[src/rtl/timer_counter.sv]
// Purpose : memory-mapped countdown timer (CTRL/PRESET/COUNT window) raising a level IRQ on expiry.
// Latency : reads combinational (0 cycles); writes take effect at the rising edge with WE=1.
// Backpr. : none; a write cycle freezes the count FSM for that cycle, so the bridge never stalls.
//
// Ports:
//   clk   - system clock, rising edge
//   reset - asynchronous active-low reset
//   Addr  - word address (byte address bits [31:2]); only [3:2] decoded
//   WE    - write strobe (full-word store to this instance)
//   Din   - write data
//   Dout  - read data, combinational from current register state
//   IRQ   - level interrupt request = irq_flag & CTRL.IM
module timer_counter (
    input  logic        clk,
    input  logic        reset,
    input  logic [31:2] Addr,
    input  logic        WE,
    input  logic [31:0] Din,
    output logic [31:0] Dout,
    output logic        IRQ
);

    typedef enum logic [1:0] {
        S_IDLE = 2'd0,
        S_LOAD = 2'd1,
        S_CNT  = 2'd2,
        S_INT  = 2'd3
    } state_t;

    localparam logic [1:0] REG_CTRL   = 2'd0;
    localparam logic [1:0] REG_PRESET = 2'd1;
    localparam logic [1:0] REG_COUNT  = 2'd2;
    localparam logic [1:0] MODE_RELOAD = 2'b01;

    state_t      state_q;
    logic [3:0]  ctrl_q;        // {IM, Mode[1:0], Enable}
    logic [31:0] preset_q;
    logic [31:0] count_q;
    logic        irq_flag_q;

    logic        enable;
    logic [1:0]  mode;
    logic        irq_mask;
    logic [1:0]  reg_sel;
    logic [31:0] count_dec_d;

    // Only the register-select bits matter; the rest of the address is
    // decoded by the bridge before WE reaches this instance.
    logic unused_addr;
    assign unused_addr = ^Addr[31:4];

    assign enable      = ctrl_q[0];
    assign mode        = ctrl_q[2:1];
    assign irq_mask    = ctrl_q[3];
    assign reg_sel     = Addr[3:2];
    assign count_dec_d = count_q - 32'd1;

    always_ff @(posedge clk or negedge reset) begin
        if (!reset) begin
            state_q    <= S_IDLE;
            ctrl_q     <= 4'h0;
            preset_q   <= 32'h0;
            count_q    <= 32'h0;
            irq_flag_q <= 1'b0;
        end else if (WE) begin
            // Bus write: register update only, the count FSM holds this cycle.
            case (reg_sel)
                REG_CTRL: begin
                    ctrl_q     <= Din[3:0];
                    irq_flag_q <= 1'b0;
                end
                REG_PRESET: preset_q <= Din;
                default: ;
            endcase
        end else begin
            case (state_q)
                S_IDLE: begin
                    if (enable) begin
                        state_q <= S_LOAD;
                    end
                end
                S_LOAD: begin
                    count_q <= preset_q;
                    state_q <= S_CNT;
                end
                S_CNT: begin
                    if (!enable) begin
                        // Pause: count holds, re-enable restarts from PRESET.
                        state_q <= S_IDLE;
                    end else if (count_q > 32'd1) begin
                        count_q <= count_dec_d;
                    end else begin
                        // Covers COUNT==0 too, so PRESET=0 acts like PRESET=1.
                        count_q    <= 32'h0;
                        irq_flag_q <= 1'b1;
                        state_q    <= S_INT;
                    end
                end
                S_INT: begin
                    if (mode == MODE_RELOAD) begin
                        irq_flag_q <= 1'b0;
                    end else begin
                        // One-shot: flag stays set until software writes CTRL.
                        ctrl_q[0] <= 1'b0;
                    end
                    state_q <= S_IDLE;
                end
                default: state_q <= S_IDLE;
            endcase
        end
    end

    always_comb begin
        Dout = 32'h0;
        case (reg_sel)
            REG_CTRL:   Dout = {28'h0, ctrl_q};
            REG_PRESET: Dout = preset_q;
            REG_COUNT:  Dout = count_q;
            default:    Dout = 32'h0;
        endcase
    end

    assign IRQ = irq_flag_q & irq_mask;

endmodule

[config.mk]
export PLATFORM = sky130hd
export DESIGN_NAME = timer_counter
export DESIGN_NICKNAME = d
export VERILOG_FILES = /design/src/rtl/timer_counter.sv
export SDC_FILE = /design/constraint.sdc
export NUM_CORES = 1
export LEC_CHECK = 0
export CAP_MARGIN = 20
export CORE_UTILIZATION = 45
export CTS_BUF_LIST = sky130_fd_sc_hd__clkbuf_8
export DETAILED_ROUTE_END_ITERATION = 8
export PLACE_DENSITY = 0.72
export SYNTH_ARGS = -nofsm -noshare
export SYNTH_HDL_FRONTEND = slang
export SYNTH_SLANG_ARGS = --single-unit
export TNS_END_PERCENT = 30
[constraint.sdc]
create_clock -name clk -period 3.75 [get_ports clk]
set_input_delay 0.375 -clock clk [delete_from_list [all_inputs] [get_ports clk]]
set_output_delay 0.375 -clock clk [all_outputs]
set_load 0.03 [all_outputs]
Yosys cells after proc, flatten, opt, wreduce, memory -nomap -nowiden
Cells that the tools add are included.

operators by class
  $add $sub $neg = 1
  muxes and demuxes = 18
  reductions and logical operators = 11
  equal/unequal tests = 14
  bitwise logic cells = 2
  magnitude comparators = 1

operators with widths
  kind                                                                              count
  32-bit case mux with 3 select lines                                               1
  32-bit 2-to-1 mux                                                                 2
  32-bit case mux with 2 select lines                                               1
  32-bit by 1-bit greater-than comparator with 1-bit output, second input constant  1
  32-bit by 1-bit subtractor with 32-bit output, second input constant              1
  3-bit inequality test, second input constant                                      4
  1-bit 2-to-1 mux                                                                  9
  3-bit AND reduction                                                               3
  2-bit case mux with 4 select lines                                                1
  2-bit by 1-bit == test with 1-bit output, second input constant                   3
  2-bit == test, second input constant                                              3
  2-bit 2-to-1 mux                                                                  3
  2-bit inequality test, second input constant                                      3
  5-bit AND reduction                                                               1
  2-bit zero test                                                                   2
  2-bit AND reduction                                                               2
  2-bit nonzero test                                                                2
  3-bit nonzero test                                                                1
  2-bit by 1-bit inequality test with 1-bit output, second input constant           1
  1-bit case mux with 2 select lines                                                1
  1-bit AND                                                                         1
  1-bit NOT                                                                         1

storage, ports and cells
  output and inout bits = 33
  input bits = 65
  register bits = 71

Logic depth before layout (Yosys ltp)
Gate-level depths: netlist of run 1.

  depth after elaboration = 5
  gate-level depth with buffers = 7
  gate-level depth less buffers = 7

Least setup slack after synthesis of run 1
Ideal clock, no wire load.

  path type = register to register
  start point = register count_q[0]
  end point = register count_q[14]
  slack = 1.638 ns
  buffers on the path = 0
  required time = 3.624 ns
  arrival time = 1.986 ns
  cell stages (with the launch flop) = 8
  clock period less this slack = 2.112 ns
  path through = dfrtp_1 > inv_1 > ha_1 > nor4b_1 > nand3_1 > nor3_1 > mux2i_1 > o22ai_1

between the ends
  cells in the longest elaborated chain, start to end = 4

RTL lines
  item                                                                                                                        line    text
  start: declaration                                                                                                          38      logic [31:0] count_q;
  start signal: assignment                                                                                                    83      count_q <= preset_q;
  start signal: assignment                                                                                                    91      count_q <= count_dec_d;
  32-bit by 1-bit subtractor with 32-bit output or 32-bit by 1-bit greater-than comparator with 1-bit output (tied branches)  56, 90
  32-bit 2-to-1 mux (*)                                                                                                       90      end else if (count_q > 32'd1) begin
  32-bit 2-to-1 mux (*)                                                                                                       87      if (!enable) begin
  32-bit case mux with 2 select lines (*)                                                                                     76      case (state_q)

Mark *: on every way between the ends. The rest lies on a longest branch, timed or not. The select of a mux whose other input is x is not followed.
A chain may end at the register's enable or synchronous reset.

Worst setup path after layout of run 1
  start point = input port Addr[3] in the netlist's numbering
  end point = output port Dout[15]

between the ends
  cells in the longest elaborated chain, start to end = 2

RTL lines
  item                                     line  text
  start: declaration                       16    input logic [31:2] Addr,
  2-bit == test (tied with other cells)    115   case (reg_sel)
  32-bit case mux with 3 select lines (*)  115
  end: declaration                         19    output logic [31:0] Dout,

Mark *: on every way between the ends. The rest lies on a longest branch, timed or not.

==> out/summary.log, run 1 <==
qor: status.result_of_the_run finished with violations
qor: status.failing_checks design-rule violations
qor: timing.whs 0.194 ns
qor: cts.clkTransAtPathRegs 0.07 ns
qor: timing.final.setup_skew 0.00578 ns
qor: layout.design.final.nets 534
qor: detailed_routing.vias_per_cell 6.21
qor: detailed_routing.met2_wirelength 5110 um
qor: logic_synthesis.number_of_flops_mapped_to_enable_cells_by_yosys 0
qor: setup_path.timing.critical_path.required 3.38 ns
qor: setup_path.crit_arrival 2.43 ns
qor: layout.syn_to_final_growth 23.3%
qor: detailed_routing.wl_met1 4660 um
qor: cts.numCtsBuffers 9
qor: timing.tightestPinTransition 1.06 ns
qor: logic_synthesis.asyncSetResetFlopFracSynth 100%
qor: cts.cts.root.buffer_cell clkbuf_8
qor: detailed_routing.detail_route.drc_violations 8
qor: power.peakVddDrop 0.273 mV
qor: placed_design.io_buffer_count 69
qor: logic_synthesis.synthFlopType dfrtp_1
qor: global_route.grt_total_ovfl 0
qor: logic_synthesis.synth.distinct_cells 56
qor: timing.slew_viol_final 0
qor: detailed_routing.drt_first_pass_iters 6
qor: timing.fin_crit_sh 74.8%
qor: placed_design.dp_hpwl 6920 um
qor: cts.cts_tree done
qor: setup_path.timing.reg2reg.setup_slack 1.08 ns
qor: logic_synthesis.post_synthesis_simple_gate_area_fraction 15.9%
qor: timing.max_freq 357 MHz
qor: layout.layout.cells.most_common_list dfrtp_1, clkdlybuf4s50_1, a22o_1, mux2_2, o21ai_0
qor: placed_design.post-place-ws 0.938 ns
qor: power.power.leakage 2.02 nW
qor: logic_synthesis.yosys.area_share.adder 0.608%
qor: die.die_x 97.7 um
qor: detailed_routing.drt-initial-drc-count 191
qor: cts.h_tree_levels 3
qor: power.power_per_cell_area 648 nW/um^2
qor: timing.setup_ws 0.945 ns
qor: setup_path.worst_r2r_path_depth 6
qor: die.initial_core_util 46.8%
qor: logic_synthesis.syn-cell-area 4120 um^2
qor: logic_synthesis.synthesis.nets 473
qor: global_route.groute.usage.overall 23.3%
qor: setup_path.crit-reg2reg-launch count_q[8]$_DFFE_PN0P_
qor: die.fp.dieArea 9540 um^2
qor: layout.final_common_cell dfrtp_1
qor: logic_synthesis.seq_area_frac_synth 43.1%
qor: detailed_routing.detail_route.wirelength 10600 um
qor: timing.grt_setup_unrepaired false
qor: layout.final_layout_size_suffix_gt1_share 15.7%
qor: die.height_of_the_die 97.7 um
qor: placed_design.place.gp.congestion 0.839
qor: timing.setup_tns 0 ns
qor: layout.fill_cells 756
qor: logic_synthesis.synth_top_cell_area_share 43.1%
qor: setup_path.cp_max_fo 15
qor: global_route.antenna_found_initial 0
qor: logic_synthesis.synth.area.mux_share 10.8%
qor: detailed_routing.wl_per_cell 18.3 um
qor: setup_path.start_kind input port
qor: power.fin_total_pwr 3.29 mW
qor: setup_path.crit-reg2reg-capture count_q[18]$_DFFE_PN0P_
qor: logic_synthesis.synth.ff_latch_count 71
qor: layout.antennaDiodeCount 0
qor: job.max_cap_violations 0
qor: setup_path.crit_start Addr[3]
qor: setup_path.category_of_the_worst_setup_path_capture_point output pin
qor: logic_synthesis.synth-warning-count 0
qor: logic_synthesis.compound_gate_portion_of_the_synthesized_area 25.2%
qor: cts.clockBufferDepth 2
qor: worst_hold_path.min-delay-path-class in2async
qor: logic_synthesis.synth_largest_area_cell dfrtp_1
qor: detailed_routing.ant_nets 0
qor: cts.cts_num_sinks 71
qor: cts.worst_skew_pair.late_latency 0.35 ns
qor: detailed_routing.met3_wirelength 683 um
qor: logic_synthesis.dominant_combinational_cell_family_by_area_after_synthesis compound AO/OA/AOI/OAI gates
qor: timing.timing.final.hold_violations 0
qor: global_route.grt_start_max_net_pins 72
qor: cts.post_cts_buffers 0
qor: die.placement_rows 34
qor: setup_path.timing.setup.critical_path_class in2out
qor: logic_synthesis.synth_xor_area_share 0%
qor: global_route.via_count_of_the_first_global_routing_pass 3524
qor: cts.postCtsResizedCells 0
qor: logic_synthesis.netlist_instances 406
qor: timing.timing.max_slew.rel_slack 29.0%
qor: timing.setup_violators_final 0
qor: detailed_routing.vias 3596
qor: logic_synthesis.netlist_top_cells_area dfrtp_1, mux2_2, a22o_1
qor: cts.cts.hold.buffers_added 0
qor: detailed_routing.dr.max_layer_used met4
qor: timing.period_needed 2.80 ns
qor: global_route.grt_first_pass_wirelength 17700 um
qor: logic_synthesis.synth.avg_cell_area 10.1 um^2
qor: die.io_count 98
qor: setup_path.cp-endpoint Dout[15]
qor: die.coreArea 8810 um^2
-- power breakdown --
part	internal (mW)	switching [mW]	total, mW
combinational	0.604	0.746	1.35
clock	0.296	0.283	0.579
sequential	1.01	0.350	1.36
total	1.91	1.38	3.29
-- worst min path at each step --
stage	slack, ns	end	startpoint	cells after the start
finish	0.19	preset_q[29]$_DFFE_PN0P_	reset	2
global route	0.30	preset_q[1]$_DFFE_PN0P_	reset	2
CTS	0.27	preset_q[27]$_DFFE_PN0P_	reset	2
detailed placement	0.51	preset_q[0]$_DFFE_PN0P_	preset_q[0]$_DFFE_PN0P_	2
global placement	0.51	preset_q[0]$_DFFE_PN0P_	preset_q[0]$_DFFE_PN0P_	2
floorplan	0.08	count_q[0]$_DFFE_PN0P_	reset	0
-- metal layers --
metal,up-vias,GRT usage [%]
met3,12,4.75
met4,0,7.11
met1,1768,31.5
met5,-,0
li1,1688,-
met2,128,37.7
-- cell usage after synthesis (2+ instances only) --
library cell	instances
ha_1	2
a22oi_1	9
o21ai_1	3
or4_1	2
nor4_2	3
nor4b_1	2
o41ai_1	2
a31oi_1	2
o31ai_1	4
nor2_1	20
buf_2	4
mux2_2	34
buf_1	4
nor3_2	2
o21ai_0	33
or3_1	5
o211ai_1	3
inv_1	12
nand3_1	5
buf_6	2
nor4_1	7
clkbuf_1	20
dfrtp_1	71
o22ai_1	3
a32oi_1	11
nor3_1	16
nand2_1	26
nor2b_1	4
a22o_1	36
and4b_1	2
and2_1	4
nand3b_1	2
o2bb2ai_1	13
mux2i_1	6
a21oi_1	10
and3_1	2
-- flip-flops by register name, summed over array words and instances, names as in the netlist --
register    cells
count_q        32
preset_q       32
ctrl_q          4
state_q         2
irq_flag_q      1
-- final cells by class --
class	instances	area (um^2)	share of cell area (%)
inverters	12	45.0	0.887
clock buffers	9	124	2.44
well taps	108	135	2.66
repair buffers	80	768	15.1
flip-flops and latches	71	1780	35.0
multi-input cells	293	2170	42.8
clock inverters	6	55.1	1.08
-- through the flow --
step                std cells  util (%)  instance area, um^2
CTS                       579      57.7                 5080
floorplan                 406         -                 4120
global route              579      57.7                 5080
detailed placement        564      55.6                 4900
finish                    579      57.7                 5080
global placement          564      55.6                 4900
-- logic make-up after synthesis --
| group | count (synthesis) |
|---|---|
| buffers and inverters | 42 |
| DFF | 71 |
| and+or+nand+nor | 111 |
| muxes | 40 |
| adders and majority gates | 2 |
| AOI/OAI and AO/OA | 140 |
-- critical path, cell delays in order --
cell and delay [ns]:
clkdlybuf4s50_1 0.69, nor2b_2 0.24, buf_4 0.25, a22o_1 0.20, clkdlybuf4s50_1 0.68
No activity file was read; power rests on OpenSTA's default activity.
==> inputs of run 2 (changes only) <==
--- a/config.mk
+++ b/config.mk
@@ -9,7 +9,7 @@
 export CORE_UTILIZATION = 45
 export CTS_BUF_LIST = sky130_fd_sc_hd__clkbuf_8
 export DETAILED_ROUTE_END_ITERATION = 8
-export PLACE_DENSITY = 0.72
+export PLACE_DENSITY = 0.75
 export SYNTH_ARGS = -nofsm -noshare
 export SYNTH_HDL_FRONTEND = slang
 export SYNTH_SLANG_ARGS = --single-unit
==> constraint.sdc (replaced) <==
create_clock -name clk -period 2.3 [get_ports clk]
set_input_delay 0.23 -clock clk [delete_from_list [all_inputs] [get_ports clk]]
set_output_delay 0.23 -clock clk [all_outputs]
set_load 0.03 [all_outputs]
==> run 2 against run 1 <==
  * The run still ends with design-rule violations left
  * Critical path type is now reg2reg
  * Sequential cell count stayed put
  * Sequential share of layout area is 1.1 points lower
  * Clock power is 74% higher
  * Critical endpoint is now count_q[18]$_DFFE_PN0P_
  * Global-route usage is 0.70 points higher
  * Cell count is 3.5% higher
  * Routed wire length is 2.4% higher
  * Largest power group is now combinational cells
  * Largest cell class unchanged
  * Non-clock buffer count is 20 higher
  * Sequential power is 63% higher
  * Clock-buffer cell count is 2 higher
  * Clock skew is 0.0052 ns higher
  * Utilization is 1.8 points higher
==> out/summary.log, run 2 (synthesis results as in run 1) <==
qor: power.share_seq_of_total_power 39.2%
qor: layout.syn_to_final_growth 27.1%
qor: timing.timing.final.hold_violations 0
qor: power.p_sw 2.32 mW
qor: setup_path.start_kind flip-flop
qor: timing.timing.max_slew.rel_slack 58.8%
qor: timing.tightestPinTransition 0.618 ns
qor: timing.setup_tns 0 ns
qor: setup_path.timing.reg2reg.setup_slack 0.11 ns
qor: timing.grt_setup_unrepaired false
qor: setup_path.timing.critical_path.slowest_cell_delay 0.45 ns
qor: power.power.leakage 2.20 nW
qor: setup_path.category_of_the_worst_setup_path_capture_point flip-flop
qor: placed_design.place.detailed.instances 583
qor: setup_path.crit-reg2reg-capture count_q[18]$_DFFE_PN0P_
qor: cts.cts_num_sinks 71
qor: timing.fin_crit_sh 95.1%
qor: detailed_routing.detail_route.drc_violations 5
qor: timing.period_needed 2.19 ns
qor: job.max_cap_violations 0
qor: detailed_routing.ant_nets 0
qor: die.placement_rows 34
qor: setup_path.crit_arrival 2.43 ns
qor: cts.worst_skew_pair.late_latency 0.36 ns
qor: layout.multi_input_gate_area_in_the_final_layout 2190 um^2
qor: global_route.grt_start_max_net_pins 47
qor: die.height_of_the_die 97.7 um
qor: timing.setup_violators_final 0
qor: die.coreArea 8810 um^2
qor: layout.design_area_final 5240 um^2
qor: worst_hold_path.min-delay-path-class in2async
qor: cts.numCtsBuffers 9
qor: die.io_count 98
qor: detailed_routing.drt_first_pass_iters 6
qor: timing.final.setup_skew 0.0110 ns
qor: global_route.groute.usage.overall 24.0%
qor: layout.fill_cells 762
qor: setup_path.critical_path_buf_inv_count 1
qor: layout.final_common_cell dfrtp_1
qor: setup_path.crit-reg2reg-launch count_q[17]$_DFFE_PN0P_
qor: power.power_frac_clock 18.0%
qor: layout.layout.cells.most_common_list dfrtp_1, buf_4, a22o_1, clkdlybuf4s50_1, mux2_2
qor: power.peakVddDrop 0.511 mV
qor: placed_design.dpl-instance-area 5010 um^2
qor: power.power.switching_fraction 41.2%
qor: detailed_routing.vias_per_cell 6.21
qor: detailed_routing.drt-initial-drc-count 187
qor: placed_design.place.gp.congestion 0.874
qor: setup_path.worst_path_max_delay_cell dfrtp_1
qor: setup_path.worst_r2r_path_depth 6
qor: setup_path.cp_max_fo 30
qor: cts.cts_tree done
qor: layout.regArea 1780 um^2
qor: layout.antennaDiodeCount 0
qor: placed_design.io_buffer_count 69
qor: setup_path.timing.critical_path.max_delay_family compound AO/OA/AOI/OAI gates
qor: detailed_routing.vias 3717
qor: global_route.via_count_of_the_first_global_routing_pass 3674
qor: cts.cts.root.buffer_cell clkbuf_8
qor: placed_design.dp_hpwl 7560 um
qor: die.initial_core_util 46.8%
qor: setup_path.ordered_cell_list_for_the_critical_path nor4_2, o2111ai_1, o31ai_4, buf_12, o21ai_0, a221o_1
qor: setup_path.timing.setup.critical_path_class reg2reg
qor: detailed_routing.detail_route.wirelength 10800 um
qor: detailed_routing.wl_per_cell 18.1 um
qor: cts.post_cts_buffers 0
qor: layout.final_layout_size_suffix_gt1_share 26.1%
qor: cts.clkTransAtPathRegs 0.07 ns
qor: layout.design.final.nets 554
qor: power.comb_power_share 42.8%
qor: status.failing_checks design-rule violations
qor: die.die_x 97.7 um
qor: die.fp.dieArea 9540 um^2
qor: setup_path.timing.critical_path.required 2.54 ns
qor: status.result_of_the_run finished with violations
qor: layout.post_layout_instance_count_excluding_filler_cells 599
qor: global_route.grt_total_ovfl 0
qor: timing.slew_viol_final 0
qor: global_route.antenna_found_initial 0
qor: global_route.grt_first_pass_wirelength 18200 um
qor: timing.max_freq 457 MHz
qor: cts.h_tree_levels 3
qor: power.power_per_cell_area 1080 nW/um^2
qor: power.cellInternalPower 3.32 mW
qor: cts.clockBufferDepth 2
qor: layout.reg.largest.list count_q x32, preset_q x32, ctrl_q x4
==> run 2: cell count changes in the layout (fill, tap and decap cells not counted), sizes merged <==
cell / change
buf: +51
clkdlybuf4s50: -32
clkbuf: +2
inv: -2
clkinv: +1
clkinvlp: -1
dlygate4sd3: +1
==> run 2: worst max path at each step <==
stage                                        from                       to  slack [ns]  cells past startpoint
after global placement    count_q[22]$_DFFE_PN0P_  count_q[18]$_DFFE_PN0P_        0.17                      6
after detailed placement  count_q[13]$_DFFE_PN0P_  count_q[18]$_DFFE_PN0P_        0.08                      6
after CTS                 count_q[13]$_DFFE_PN0P_  count_q[18]$_DFFE_PN0P_        0.06                      6
final                     count_q[17]$_DFFE_PN0P_  count_q[18]$_DFFE_PN0P_        0.11                      6
after global routing      count_q[25]$_DFFE_PN0P_   count_q[2]$_DFFE_PN0P_       0.009                      6
after floorplan            count_q[0]$_DFFE_PN0P_  count_q[14]$_DFFE_PN0P_        0.19                      7
==> run 2: layout make-up <==
class / count / share of cell area, %
clock buffers: 11 / 2.89
well taps: 108 / 2.58
flip-flops and latches: 71 / 33.9
inverters: 12 / 0.860
repair buffers: 100 / 17.0
clock inverters: 4 / 0.860
multi-input cells: 293 / 41.8
==> run 2: worst reg2reg max path: stages (launching register included) <==
cell and delay [ns]:
dfrtp_1 0.45, nor4_2 0.40, o2111ai_1 0.25, o31ai_4 0.35, buf_12 0.21, o21ai_0 0.11
a221o_1 0.30
==> run 2: through the flow <==
stage	utilization (%)	power, mW	hold slack, ns	setup slack, ns
global placement	56.9	4.49	0.266	0.166
floorplan	-	3.70	-0.0656	0.188
detailed placement	56.9	4.59	0.280	0.0774
finish	59.4	5.64	0.416	0.114
global route	59.4	5.99	0.482	0.00930
CTS	59.2	5.62	0.437	0.0579
==> run 2: timing repair <==
item                                    CTS  global route
gates resized for setup                   0             3
hold endpoints to repair                 25             0
endpoints found under the setup margin    0             6
hold buffers                              1             0
==> run 2: routing by layer <==
layer | track usage [%] | routed length, um | vias to the layer above
met2 | 38.5 | 5310 | 135
met1 | 31.8 | 4630 | 1829
met5 | 0 | 0 | -
met3 | 4.32 | 649 | 22
li1 | - | - | 1731
met4 | 10.8 | 254 | 0
==> run 2: power groups by stage <==
| stage | Clock (mW) | Combinational, mW | Sequential (mW) |
|---|---|---|---|
| final | 1.01 | 2.41 | 2.21 |
| after global routing | 1.09 | 2.62 | 2.28 |
| after CTS | 1.03 | 2.40 | 2.18 |
| after detailed placement | 0 | 2.38 | 2.21 |
| after global placement | 0 | 2.32 | 2.17 |
| after floorplan | 0 | 1.66 | 2.04 |
==> inputs of run 3 (changes only) <==
--- a/config.mk
+++ b/config.mk
@@ -8,6 +8,7 @@
 export CAP_MARGIN = 20
 export CORE_UTILIZATION = 45
 export CTS_BUF_LIST = sky130_fd_sc_hd__clkbuf_8
+export CTS_CLUSTER_DIAMETER = 80
 export DETAILED_ROUTE_END_ITERATION = 8
 export PLACE_DENSITY = 0.75
 export SYNTH_ARGS = -nofsm -noshare
==> results of run 3 <==
The final DEF is identical to that of run 2; final timing and power are the same.
